===== src/rtl/ciscud_mem_respondedor.sv =====
// ciscud_mem_respondedor: memory responder for the CiscUd bus, fixed wait states.
// Optional error flag for out-of-range addresses: define CISCUD_MEM_ERROR_EN.
module ciscud_mem_respondedor #(
    parameter int ANCHO_DATOS = 8,
    parameter int ANCHO_DIR   = 8,
    parameter int PROFUNDIDAD = 256,
    parameter int ESPERAS     = 2
) (
    input  logic                   Reloj,
    input  logic                   Reiniciar,
    input  logic                   pet,
    input  logic                   esc,
    input  logic [ANCHO_DIR-1:0]   dir,
    input  logic [ANCHO_DATOS-1:0] dato_esc,
    output logic [ANCHO_DATOS-1:0] dato_lec,
    output logic                   listo,
    output logic                   error
);

    localparam int AW = (PROFUNDIDAD > 1) ? $clog2(PROFUNDIDAD) : 1;
    localparam logic [3:0] CARGA = 4'(ESPERAS);
    localparam logic [ANCHO_DIR:0] LIMITE = (ANCHO_DIR + 1)'(PROFUNDIDAD);

    typedef enum logic {
        LIBRE,
        ESPERA
    } estado_t;

    estado_t estado_q, estado_d;
    logic [3:0] cnt_q, cnt_d;

    logic                   esc_q, esc_d;
    logic [ANCHO_DIR-1:0]   dir_q, dir_d;
    logic [ANCHO_DATOS-1:0] dato_q, dato_d;

    logic                   listo_q, listo_d;
    logic [ANCHO_DATOS-1:0] lec_q, lec_d;

    logic [ANCHO_DATOS-1:0] mem_q [PROFUNDIDAD];

    logic          completar;
    logic          en_rango;
    logic          escribir;
    logic [AW-1:0] idx;

    // Address decode on the latched copy only; upper bits feed the range test.
    assign en_rango  = {1'b0, dir_q} < LIMITE;
    assign idx       = dir_q[AW-1:0];
    assign completar = (estado_q == ESPERA) && (cnt_q == 4'd0);
    assign escribir  = Reiniciar && completar && esc_q && en_rango;

    // State register: FSM, wait counter, request latch and registered outputs.
    always_ff @(posedge Reloj) begin
        if (!Reiniciar) begin
            estado_q <= LIBRE;
            cnt_q    <= 4'd0;
            esc_q    <= 1'b0;
            dir_q    <= '0;
            dato_q   <= '0;
            listo_q  <= 1'b0;
            lec_q    <= '0;
        end else begin
            estado_q <= estado_d;
            cnt_q    <= cnt_d;
            esc_q    <= esc_d;
            dir_q    <= dir_d;
            dato_q   <= dato_d;
            listo_q  <= listo_d;
            lec_q    <= lec_d;
        end
    end

    // Storage array: not reset, written only on a completing in-range write.
    always_ff @(posedge Reloj) begin
        if (escribir) begin
            mem_q[idx] <= dato_q;
        end
    end

    // Next state: accept in LIBRE, count down in ESPERA, finish at zero.
    always_comb begin
        estado_d = estado_q;
        cnt_d    = cnt_q;
        esc_d    = esc_q;
        dir_d    = dir_q;
        dato_d   = dato_q;
        unique case (estado_q)
            LIBRE: begin
                if (pet) begin
                    estado_d = ESPERA;
                    cnt_d    = CARGA;
                    esc_d    = esc;
                    dir_d    = dir;
                    dato_d   = dato_esc;
                end
            end
            ESPERA: begin
                if (cnt_q != 4'd0) begin
                    cnt_d = cnt_q - 4'd1;
                end else begin
                    estado_d = LIBRE;
                end
            end
        endcase
    end

    // Output next values: one-cycle listo, read data held until next read.
    always_comb begin
        listo_d = completar;
        lec_d   = lec_q;
        if (completar && !esc_q) begin
            lec_d = en_rango ? mem_q[idx] : '0;
        end
    end

    assign listo    = listo_q;
    assign dato_lec = lec_q;

`ifdef CISCUD_MEM_ERROR_EN
    logic err_q, err_d;

    // Error flag rides alongside listo for out-of-range completions.
    always_ff @(posedge Reloj) begin
        if (!Reiniciar) begin
            err_q <= 1'b0;
        end else begin
            err_q <= err_d;
        end
    end

    // Error next value: only on the completing edge of a bad address.
    always_comb begin
        err_d = completar && !en_rango;
    end

    assign error = err_q;
`else
    assign error = 1'b0;
`endif

endmodule


===== config.mk =====
export PLATFORM = sky130hd
export DESIGN_NAME = ciscud_mem_respondedor
export DESIGN_NICKNAME = d
export VERILOG_FILES = /design/src/rtl/ciscud_mem_respondedor.sv
export SDC_FILE = /design/constraint.sdc
export NUM_CORES = 2
export LEC_CHECK = 0
export ABC_AREA = 0
export CORE_MARGIN = 4
export CORE_UTILIZATION = 63
export CTS_CLUSTER_SIZE = 10
export DETAILED_ROUTE_END_ITERATION = 16
export GPL_ROUTABILITY_DRIVEN = 0
export GPL_TIMING_DRIVEN = 1
export PLACE_DENSITY_LB_ADDON = 0.12
export REMOVE_ABC_BUFFERS = 1
export SLEW_MARGIN = 10
export SYNTH_ARGS = -nofsm -noshare
export SYNTH_HDL_FRONTEND = slang
export SYNTH_SLANG_ARGS = --single-unit

===== constraint.sdc =====
create_clock -name Reloj -period 5.05 [get_ports Reloj]
set_input_delay 1.01 -clock Reloj [delete_from_list [all_inputs] [get_ports Reloj]]
set_output_delay 1.01 -clock Reloj [all_outputs]
set_load 0.05 [all_outputs]

**Word-level counts from Yosys, hierarchy flattened**

Memories as Yosys holds them, arrays and structs flattened. A register that Yosys moved wholly into a read port is not among the register bits.
Index checks and enable logic that the tools add are counted.

- Flip-flop bits (word level): 23
- Memory bits (writable): 2048
- Bits of input ports: 20
- Output and inout port bits: 10
- Word-level logic and storage cells: 29
- Memories kept: 1

Memory list:

| memory | depth | width | read ports | clocked after Yosys merged registers in | wr ports | RTL line | RTL |
|---|---|---|---|---|---|---|---|
| mem_q | 256 | 8 | 1 | 1 | 1 | 39 | `logic [ANCHO_DATOS-1:0] mem_q [PROFUNDIDAD];` |

- Add/sub/neg operators: 1
- Eq/ne operators: 2
- Multiplexer cells: 8
- Bitwise operators: 1
- Reduce and logical (&&, ||, !) cells: 10

Operator list:

| operator | count |
|---|---|
| $mux W4 | 2 |
| $pmux W4 S2 | 1 |
| $logic_and A1 B1 Y1 | 4 |
| $logic_not A4 Y1 | 1 |
| $mux W1 | 4 |
| $reduce_and A2 Y1 | 2 |
| $reduce_bool A4 Y1 | 1 |
| $sub A4 B1 Y4 const B | 1 |
| $logic_not A1 Y1 | 2 |
| $ne A2 B1 Y1 const B | 1 |
| $ne A2 B2 Y1 const B | 1 |
| $pmux W1 S2 | 1 |
| $not A1 Y1 | 1 |

**Logic depth before layout (Yosys ltp)**

- Depth in word-level cells: 6
- Gate-level depth with buffers: 12

**Worst setup path after synthesis**

Ideal clock, no wire load.

- Path kind: flip-flop to flip-flop
- Start point: reg dato_q[0]
- End point: mem mem_q[0][0], data pin
- Setup time: 856 ps
- Arrival time: 3397 ps
- Data required time: 4194 ps
- Path slack: 797 ps
- Cell stages (with the launch flop): 1
- Cells stage by stage: dfxtp_1

RTL lines:

| element | RTL line | RTL |
|---|---|---|
| start: declaration | 34 | `logic [ANCHO_DATOS-1:0] dato_q, dato_d;` |
| start signal: assignment | 67 | `dato_q <= dato_d;` |
| end: declaration | 39 |  |

No word-level cell before the write port.

==> impl_metrics.tcl <==
set metrics [dict create \
    min-delay-start "cnt_q[3]$_SDFFE_PN0P_" \
    synthArstFlopShare 0 \
    maxSlewViolCount 0 \
    rows 130 \
    ios 30 \
    yosys.area.top_type "edfxtp_1" \
    arrival_ns 4.84 \
    r2r-start "dir_q[1]$_SDFFE_PN0P_" \
    ys_seq_area_frac 0.770 \
    cts_root_buf "clkbuf_16" \
    nets 4066 \
    powerDensity_mw_per_mm2 396 \
    power_mw 35.4 \
    synthTopCellsByCount "2048 x edfxtp_1, 484 x mux4_2, 294 x nor2_1" \
    yosys_register_bits 2079 \
    p_comb_frac 0.054 \
    setup_tns_ns 0 \
    overflow 0 \
    seq_power_share 0.541 \
    grt_max_degree 165 \
    clkPwrFrac 0.406 \
    io_buffers 28 \
    remaining_drc_errors 0 \
    netlist_area_mm2 0.0806 \
    hold_violations 0 \
    worstSetupStartpointType "flip-flop" \
    die_h_um 366 \
    grt_pass1_vias 41817 \
    synth_top_area_share 0.763 \
    syn_to_final_growth_pct 11.1 \
    die_area_mm2 0.134 \
    netSwitchingPower_mw 7.53 \
    startpoint "dir_q[1]$_SDFFE_PN0P_" \
    multi_input_area_mm2 0.0173 \
    synth.most_common_cell "edfxtp_1" \
    worstSetupPathType "flip-flop to flip-flop" \
    cts-resized-gates 0 \
    drive_above_1_share 0.224 \
    dr.pass1.iters 8 \
    ys_types 71 \
    grt_pass1_wl_um 300000 \
    min_period_over_period 0.817 \
    finish.utilization 0.709 \
    leakage_nw 26.5 \
    synthTopCellsByArea "edfxtp_1 76%, mux4_2 14%, mux2i_1 2.0%, nor2_1 1.4%, dfxtp_1 0.77%" \
    syn_avg_cell_area_um2 20.9 \
    post_cts_buffers 0 \
    drt-wirelength-per-cell_um 35.5 \
    rsz0062_at_grt "no" \
    status "complete, no violations" \
    synthFlopType "edfxtp_1" \
    vias_per_cell 7.11 \
    fillers 7374 \
    hpwl_um 126000 \
    slew_headroom 0.183 \
    htreeDepth 4 \
    clk_pin_slew_worst_paths_ns 0.05 \
    max_freq_ghz 0.243 \
    vdd_drop_max_uv 368 \
    worst_slew_pin_slew_ns 1.21 \
    worst_ep_required_time_ns 5.77 \
    drtAntennaViolNets 0 \
    internal-power_mw 27.9 \
    period_needed_ns 4.12 \
    grt_usage 0.312 \
    first_iter_violations 6091 \
    ff_latch_area_mm2 0.0622 \
    antenna_found_initial 6 \
    path_max_fanout 62 \
    die_x_um 366 \
    syn_inst 3858 \
    vias 41186 \
    initial_utilization 0.638 \
    crit_path_end_kind "flip-flop" \
    cts_tree "built" \
    switching_share 0.213 \
    coreArea_mm2 0.126 \
    cts_num_sinks 2079 \
    numCtsBuffers 227 \
    totalWireLength_um 206000 \
    finalSetupViolCount 0 \
    clk_latency_ns 0.84 \
    cts-hold-fix-buffers 0 \
    cts_buffer_depth 3 \
    yosys_warnings 0 \
    synth_edf_count 2048 \
    max_cap_viol_count 0 \
    finalClockSkew_ns 0.0235 \
    min_path_type "flip-flop to flip-flop" \
]
-- cell type report --
| type | instances | share of cell area |
|---|---|---|
| flip-flops and latches | 2079 | 0.694 |
| multi-input cells | 1536 | 0.193 |
| clock buffers | 310 | 0.0677 |
| well taps | 1650 | 0.0230 |
| repair buffers | 192 | 0.0201 |
| clock inverters | 14 | 0.00156 |
| inverters | 9 | 0.000391 |
| diodes | 6 | 0.000168 |
-- critical path, stage by stage (launching register included) --
cell and delay, ns:
dfxtp_4 0.97, buf_12 0.43, buf_4 0.42, mux4_2 0.60, o221ai_1 0.30, nand4_1 0.15, nor4_1 0.66, a41o_1 0.26
o31ai_1 0.06
-- cell families (layout without fill, tap and decap cells) --
family / Yosys count / after routing / share of synthesized area
AOI/OAI and AO/OA: 313 / 313 / 0.0269
adders and majority gates: 1 / 1 / 0.000155
buffers and inverters: 243 / 525 / 0.0156
DFF: 2079 / 2079 / 0.770
muxes: 654 / 654 / 0.156
other: 1 / 7 / 0.0000465
and+or+nand+nor: 567 / 567 / 0.0305
-- per-stage QoR --
step,setup slack [ns],hold WS (ns),area (um^2),instances
final,0.927,0.511,89600,5796
after global routing,0.825,0.549,89600,5790
after CTS,0.930,0.514,89600,5790
after detailed placement,0.652,0.498,83300,5466
after global placement,0.776,0.455,83300,5466
after floorplan,-15.78,0.444,79400,3624
-- routing by layer --
metal	vias up	GRT usage	wire, um
met1	21420	0.443	74200
met2	2930	0.472	96900
met4	4	0.129	9130
met5	-	0	30
li1	16359	-	-
met3	473	0.0824	25400
-- flip-flops by register name, indices dropped and copies added, names as in the netlist --
name	count
esc_q	1
dir_q	8
listo	1
estado_q	1
dato_q	8
cnt_q	4
mem_q	2048
dato_lec	8
-- path summary, 6_finish.rpt --
path	end	slack (ns)	cells past startpoint
hold / removal	cnt_q[3]$_SDFFE_PN0P_	0.51	1
setup / recovery	dato_lec[5]$_SDFFE_PN0P_	0.93	8
setup reg to reg	dato_lec[5]$_SDFFE_PN0P_	0.93	8
hold reg to reg	cnt_q[3]$_SDFFE_PN0P_	0.51	1
-- cells in the final DEF, fill, tap and decap left out, types with 13 or more instances in the layout --
cell type,Yosys,routed
a21oi_1,33,33
nand2_1,137,137
a21boi_0,18,18
o21ai_0,37,37
nor2_1,294,293
nor4_1,13,13
edfxtp_1,2048,2048
nand3_1,40,40
dfxtp_1,31,17
o22ai_1,65,65
clkbuf_1,84,79
mux2i_1,159,159
buf_12,0,23
a211oi_1,16,16
clkdlybuf4s50_1,0,28
nor2b_1,25,22
a32oi_1,21,21
clkbuf_16,0,230
mux4_2,484,484
a22oi_1,45,45
buf_4,52,141
-- power groups by stage --
stage	clock network [mW]	registers, mW	logic, mW
after floorplan	0	19.8	1.52
after global placement	0	19.5	1.85
after detailed placement	0	19.5	1.88
after CTS	14.5	19.2	1.89
after global routing	15.3	19.2	1.98
final	14.4	19.2	1.90
Power figures use the tool's default switching activity.
